File: config.mk
export PLATFORM = sky130hd
export DESIGN_NAME = gam_learning_sequencer
export DESIGN_NICKNAME = d
export VERILOG_FILES = /design/src/rtl/gam_learning_sequencer_pkg.sv /design/src/rtl/gam_learning_sequencer.sv
export SDC_FILE = /design/constraint.sdc
export NUM_CORES = 1
export LEC_CHECK = 0
export CORE_ASPECT_RATIO = 0.7
export CORE_UTILIZATION = 50
export DETAILED_ROUTE_END_ITERATION = 10
export GPL_TIMING_DRIVEN = 1
export PLACE_DENSITY = 0.87
export SLEW_MARGIN = 20
export SYNTH_ARGS = -nofsm -noshare
export SYNTH_HDL_FRONTEND = slang
export SYNTH_SLANG_ARGS = --single-unit
File: constraint.sdc
create_clock -name clk -period 4.5 [get_ports clk]
set_input_delay 1.125 -clock clk [delete_from_list [all_inputs] [get_ports clk]]
set_output_delay 1.125 -clock clk [all_outputs]
set_load 0.05 [all_outputs]
File: src/rtl/gam_learning_sequencer_pkg.sv
// gam_learning_sequencer_pkg: shared types and defaults for the GAM training sequencer.
package gam_learning_sequencer_pkg;
    localparam int NODE_W = 8;
    localparam int GAM_SEQ_HOLD_CYC = 4;
    typedef logic [NODE_W-1:0] node_vector_T;
    typedef enum logic [2:0] {
        IDLE, FEED, HOLD, LEARN_DONE, ASSOC_START, ASSOC_WAIT, FINISH
    } gam_seq_state_T;
endpackage

File: src/rtl/gam_learning_sequencer.sv
// gam_learning_sequencer: feeds one GAM training session to the memory layer, then runs the assoc phase.
// Define GAM_SEQ_TIMEOUT_EN to add the assoc-phase watchdog and the timeout_err port.
module gam_learning_sequencer
    import gam_learning_sequencer_pkg::*;
#(
    parameter int CNT_W       = 16,
    parameter int HOLD_CYC    = GAM_SEQ_HOLD_CYC,
    parameter int TIMEOUT_CYC = 1024
) (
    input  logic               clk,
    input  logic               reset,
    input  logic               start,
    input  logic [CNT_W-1:0]   num_samples,
    input  logic               s_valid,
    input  node_vector_T       s_x,
    input  logic [31:0]        s_class,
    output logic               s_ready,
    output node_vector_T       mem_x,
    output logic [31:0]        mem_c,
    output logic               mem_learning_done,
    output logic               mem_assoc_learning_start,
    input  logic               mem_assoc_learning_done,
    output logic               busy,
    output logic               done,
`ifdef GAM_SEQ_TIMEOUT_EN
    output logic               timeout_err,
`endif
    output logic [CNT_W-1:0]   sample_count
);
    localparam int MAXC = HOLD_CYC > TIMEOUT_CYC ? HOLD_CYC : TIMEOUT_CYC;
    localparam int CW   = $clog2(MAXC + 1);
    gam_seq_state_T   state_q, state_d;
    logic [CNT_W-1:0] n_q, n_d, count_q, count_d;
    logic [CW-1:0]    cnt_q, cnt_d;
    node_vector_T     mem_x_q, mem_x_d;
    logic [31:0]      mem_c_q, mem_c_d;
    logic             learn_q, learn_d, astart_q, astart_d, done_q, done_d, busy_q, busy_d;
`ifdef GAM_SEQ_TIMEOUT_EN
    logic             tmo_q, tmo_d;
    assign timeout_err = tmo_q;
`endif
    assign s_ready                  = state_q == FEED;
    assign mem_x                    = mem_x_q;
    assign mem_c                    = mem_c_q;
    assign mem_learning_done        = learn_q;
    assign mem_assoc_learning_start = astart_q;
    assign busy                     = busy_q;
    assign done                     = done_q;
    assign sample_count             = count_q;
    // One down-counter serves both the per-sample hold window and the assoc watchdog.
    always_comb begin
        state_d = state_q;
        n_d     = n_q;
        count_d = count_q;
        cnt_d   = cnt_q;
        mem_x_d = mem_x_q;
        mem_c_d = mem_c_q;
`ifdef GAM_SEQ_TIMEOUT_EN
        tmo_d   = tmo_q;
`endif
        case (state_q)
            IDLE: if (start && num_samples != '0) begin
                n_d     = num_samples;
                count_d = '0;
`ifdef GAM_SEQ_TIMEOUT_EN
                tmo_d   = 1'b0;
`endif
                state_d = FEED;
            end
            FEED: if (s_valid) begin
                mem_x_d = s_x;
                mem_c_d = s_class;
                count_d = count_q + 1'b1;
                cnt_d   = CW'(HOLD_CYC - 1);
                state_d = HOLD;
            end
            HOLD: if (cnt_q == '0) state_d = count_q == n_q ? LEARN_DONE : FEED;
                  else cnt_d = cnt_q - 1'b1;
            LEARN_DONE: state_d = ASSOC_START;
            ASSOC_START: begin
                state_d = ASSOC_WAIT;
`ifdef GAM_SEQ_TIMEOUT_EN
                cnt_d   = CW'(TIMEOUT_CYC - 1);
`endif
            end
            ASSOC_WAIT: if (mem_assoc_learning_done) state_d = FINISH;
`ifdef GAM_SEQ_TIMEOUT_EN
                else if (cnt_q == '0) begin
                    tmo_d   = 1'b1;
                    state_d = FINISH;
                end else cnt_d = cnt_q - 1'b1;
`endif
            FINISH: state_d = IDLE;
            default: state_d = IDLE;
        endcase
        learn_d  = state_d inside {LEARN_DONE, ASSOC_START, ASSOC_WAIT, FINISH};
        astart_d = state_d == ASSOC_START;
        done_d   = state_d == FINISH;
        busy_d   = state_d != IDLE;
    end
    always_ff @(posedge clk) begin
        if (!reset) begin
            state_q  <= IDLE;
            n_q      <= '0;
            count_q  <= '0;
            cnt_q    <= '0;
            mem_x_q  <= '0;
            mem_c_q  <= '0;
            learn_q  <= 1'b0;
            astart_q <= 1'b0;
            done_q   <= 1'b0;
            busy_q   <= 1'b0;
`ifdef GAM_SEQ_TIMEOUT_EN
            tmo_q    <= 1'b0;
`endif
        end else begin
            state_q  <= state_d;
            n_q      <= n_d;
            count_q  <= count_d;
            cnt_q    <= cnt_d;
            mem_x_q  <= mem_x_d;
            mem_c_q  <= mem_c_d;
            learn_q  <= learn_d;
            astart_q <= astart_d;
            done_q   <= done_d;
            busy_q   <= busy_d;
`ifdef GAM_SEQ_TIMEOUT_EN
            tmo_q    <= tmo_d;
`endif
        end
    end
endmodule

==> results by group <==
Global route
  – Vias in the first global route: 3360
  – Initial antenna violation count: 0
  – Largest net degree at the start of global routing: 64
  – GR Overflow Total: 0
  – Global-route wire length before repair: 15.87 mm
  – Total GRT Usage: 0.2573

Die
  – Core Region: 7320 µm²
  – Die Ht: 74.77 µm
  – Top Ports: 122
  – Die Wd: 106.0 µm
  – Die area: 7922 µm²
  – # rows: 26
  – Initial core utilization: 0.5168

Worst setup path
  – Critical Path RT: 3380 ps
  – WP data arrival: 2000 ps
  – CP Launch Type: flop
  – Worst r2r path cells: 5
  – Flop2flop setup slack: 2170 ps
  – Critical path, cell by cell: nor3b_1 -> clkdlybuf4s50_1
  – Critical Path End Type: primary output
  – Critical path class: flop to primary output
  – R2r endpoint: cnt_q[8]
  – RR Startpoint: state_q[0]
  – Crit path largest cell delay: 830 ps
  – Worst-path fanout max: 11
  – CP max stage cell: clkdlybuf4s50_1

Hold path
  – Hold path cells: 2
  – Hold Crit Start: mem_c[15]
  – Hold Path Class: flop to flop
  – Worst hold endpoint: mem_c[15]

STA
  – RSZ-0062 raised after global routing: false
  – Peak Freq: 319.7 MHz
  – Final hold slack: 456.7 ps
  – Final worst clock skew: 7.568 ps
  – Minimum clock period: 3128 ps
  – Slew headroom: 0.5691
  – Slew Viols, Final: 0
  – # setup viols final: 0
  – Worst Tran Pin Value: 646.3 ps
  – Total negative slack: 0 ps
  – Tcrit/Tclk final: 0.6952
  – Final Hold Viols: 0

Detailed routing
  – Total number of vias: 3680
  – DR vias/cell: 5.484
  – DR iter-0 viols: 219
  – Detail Route Antenna Nets: 0
  – Number of remaining DRC errors: 2
  – Total Wirelength: 10.04 mm
  – DR pass1 iterations: 7
  – Drt wl/cell: 14.96 µm

Yosys
  – Number of enable flip-flop cells after synthesis: 0
  – Seq cells post-synth: 90
  – Syn Area/Cell: 8.258 µm²
  – Yosys warns: 0
  – Top-count cell post-synth: nand2_1
  – Synth area leaders: dfxtp_1 (48%), nand2_1 (11%), a21oi_1 (9.3%)
  – Synth area leader: dfxtp_1
  – Synth top area share: 0.4763
  – Most frequent cells after synthesis: nand2_1 (106), dfxtp_1 (90), a21oi_1 (70)
  – Synth unique cells: 44
  – FFs w/ async S/R, synth: 0
  – Mapped cell area: 3782 µm²
  – Sequential cell area fraction in the yosys report: 0.4763
  – Main synth FF type: dfxtp_1
  – Syn Nets: 522
  – Syn Inst Count: 458

CTS
  – Cts repair resizes: 0
  – Clock Pin Slew Worst Setup and Hold Paths: 90 ps
  – Clock root cell: clkbuf_8
  – Inserted Clock Buffers: 9
  – # clock sinks: 90
  – H-tree depth: 3
  – CTS Hold Buffers Added: 0
  – CTS tree: done
  – CTS Buffer Depth: 2
  – Worst-skew pair later-pin latency: 360 ps
  – Post CTS Setup Buffer Count: 0

Power
  – Power Dens Cells: 355.7 nW/µm²
  – Peak supply drop: 194.3 µV
  – P_leak: 1.760 nW

Flow run
  – Max cap viols: 0

Layout
  – Layout Nets: 632
  – Synthesis-to-layout area growth: 37.91%
  – Ant. Diodes: 0
  – Ratio of cells with drive above 1 in the final layout: 0.05585

Place
  – DP Wirelength: 7.343 mm
  – Port bufs: 121
  – GPL Wtd Cong: 0.8819

Run status
  – Status: complete, but fails checks
  – Failing checks: DRC
==> through the flow <==
step	instances	setup WS (ps)	cell area [µm²]	util	total power, W
after floorplan	458	1697	3782	-	0.001202
after global placement	655	1131	5034	0.6877	0.001342
after detailed placement	655	1092	5034	0.6877	0.001355
after CTS	671	1350	5216	0.7127	0.001865
after global routing	671	1282	5216	0.7127	0.001945
final	671	1372	5216	0.7127	0.001855
==> how the worst max path moves through the flow <==
stage | depth (start not counted) | slack [ps] | startpoint | to
after global routing | 6 | 1280 | num_samples[4] | sample_count[14]
after detailed placement | 6 | 1090 | num_samples[4] | sample_count[8]
after floorplan | 2 | 1700 | state_q[0] | s_ready
final | 2 | 1370 | state_q[0] | s_ready
after global placement | 6 | 1130 | num_samples[4] | sample_count[12]
after CTS | 2 | 1350 | state_q[0] | s_ready
==> sequential cells by signal, summed over array words and instances (netlist names) <==
signal,cells
done,1
cnt_q,11
state_q,3
sample_count,16
mem_learning_done,1
mem_x,8
n_q,16
mem_c,32
busy,1
mem_assoc_learning_start,1
==> routing by layer <==
metal / up-vias / global-route usage / wire length [µm]
met1: 1704 / 0.3244 / 4161
met2: 165 / 0.4176 / 4795
li1: 1794 / - / -
met3: 17 / 0.09004 / 912
met4: 0 / 0.08951 / 165
met5: - / 0 / 0
==> cells by family after synthesis <==
logic type | share of synthesized area
AND/OR/NAND/NOR | 0.2683
buffers and inverters | 0.04102
flip-flops | 0.4763
adder cells (fa/ha/maj) | 0.009925
XOR/XNOR | 0.07178
multiplexers | 0.002977
AO/OA/AOI/OAI | 0.1297
==> where the power goes <==
group / total [W] / switching, W / internal, W
Clock: 0.000517 / 0.000305 / 0.000211
Combinational: 0.000444 / 0.000259 / 0.000185
Sequential: 0.000895 / 0.0000451 / 0.000850
Total: 0.00186 / 0.000610 / 0.00125
==> worst max-delay path, delay by kind of cell (launching register included) <==
kind | cells | cell delay, ps
simple gates | 1 | 230
buf+inv | 1 | 830
flops | 1 | 590
==> final cells by class <==
type	instances	area, µm²
clock buffer	9	123.9
clock inverter	7	58.81
fill	577	2103
inverter	6	22.52
multi-input combinational	334	1831
sequential	90	1802
tap	98	122.6
timing repair buffer	127	1256
==> layout by cell type, fill, tap and decap left out, types with 6 or more instances in the layout <==
cell type | Yosys | layout
nand4_1 | 11 | 11
xor2_1 | 8 | 8
buf_4 | 0 | 6
a21oi_1 | 70 | 70
dfxtp_1 | 90 | 90
clkbuf_8 | 0 | 9
nor2_1 | 26 | 26
nand2_1 | 106 | 106
nand3_1 | 25 | 25
nor4_1 | 8 | 8
or4_1 | 6 | 6
xnor2_1 | 23 | 23
clkdlybuf4s50_1 | 0 | 121
Note: power is estimated with default switching activity, not from simulation.
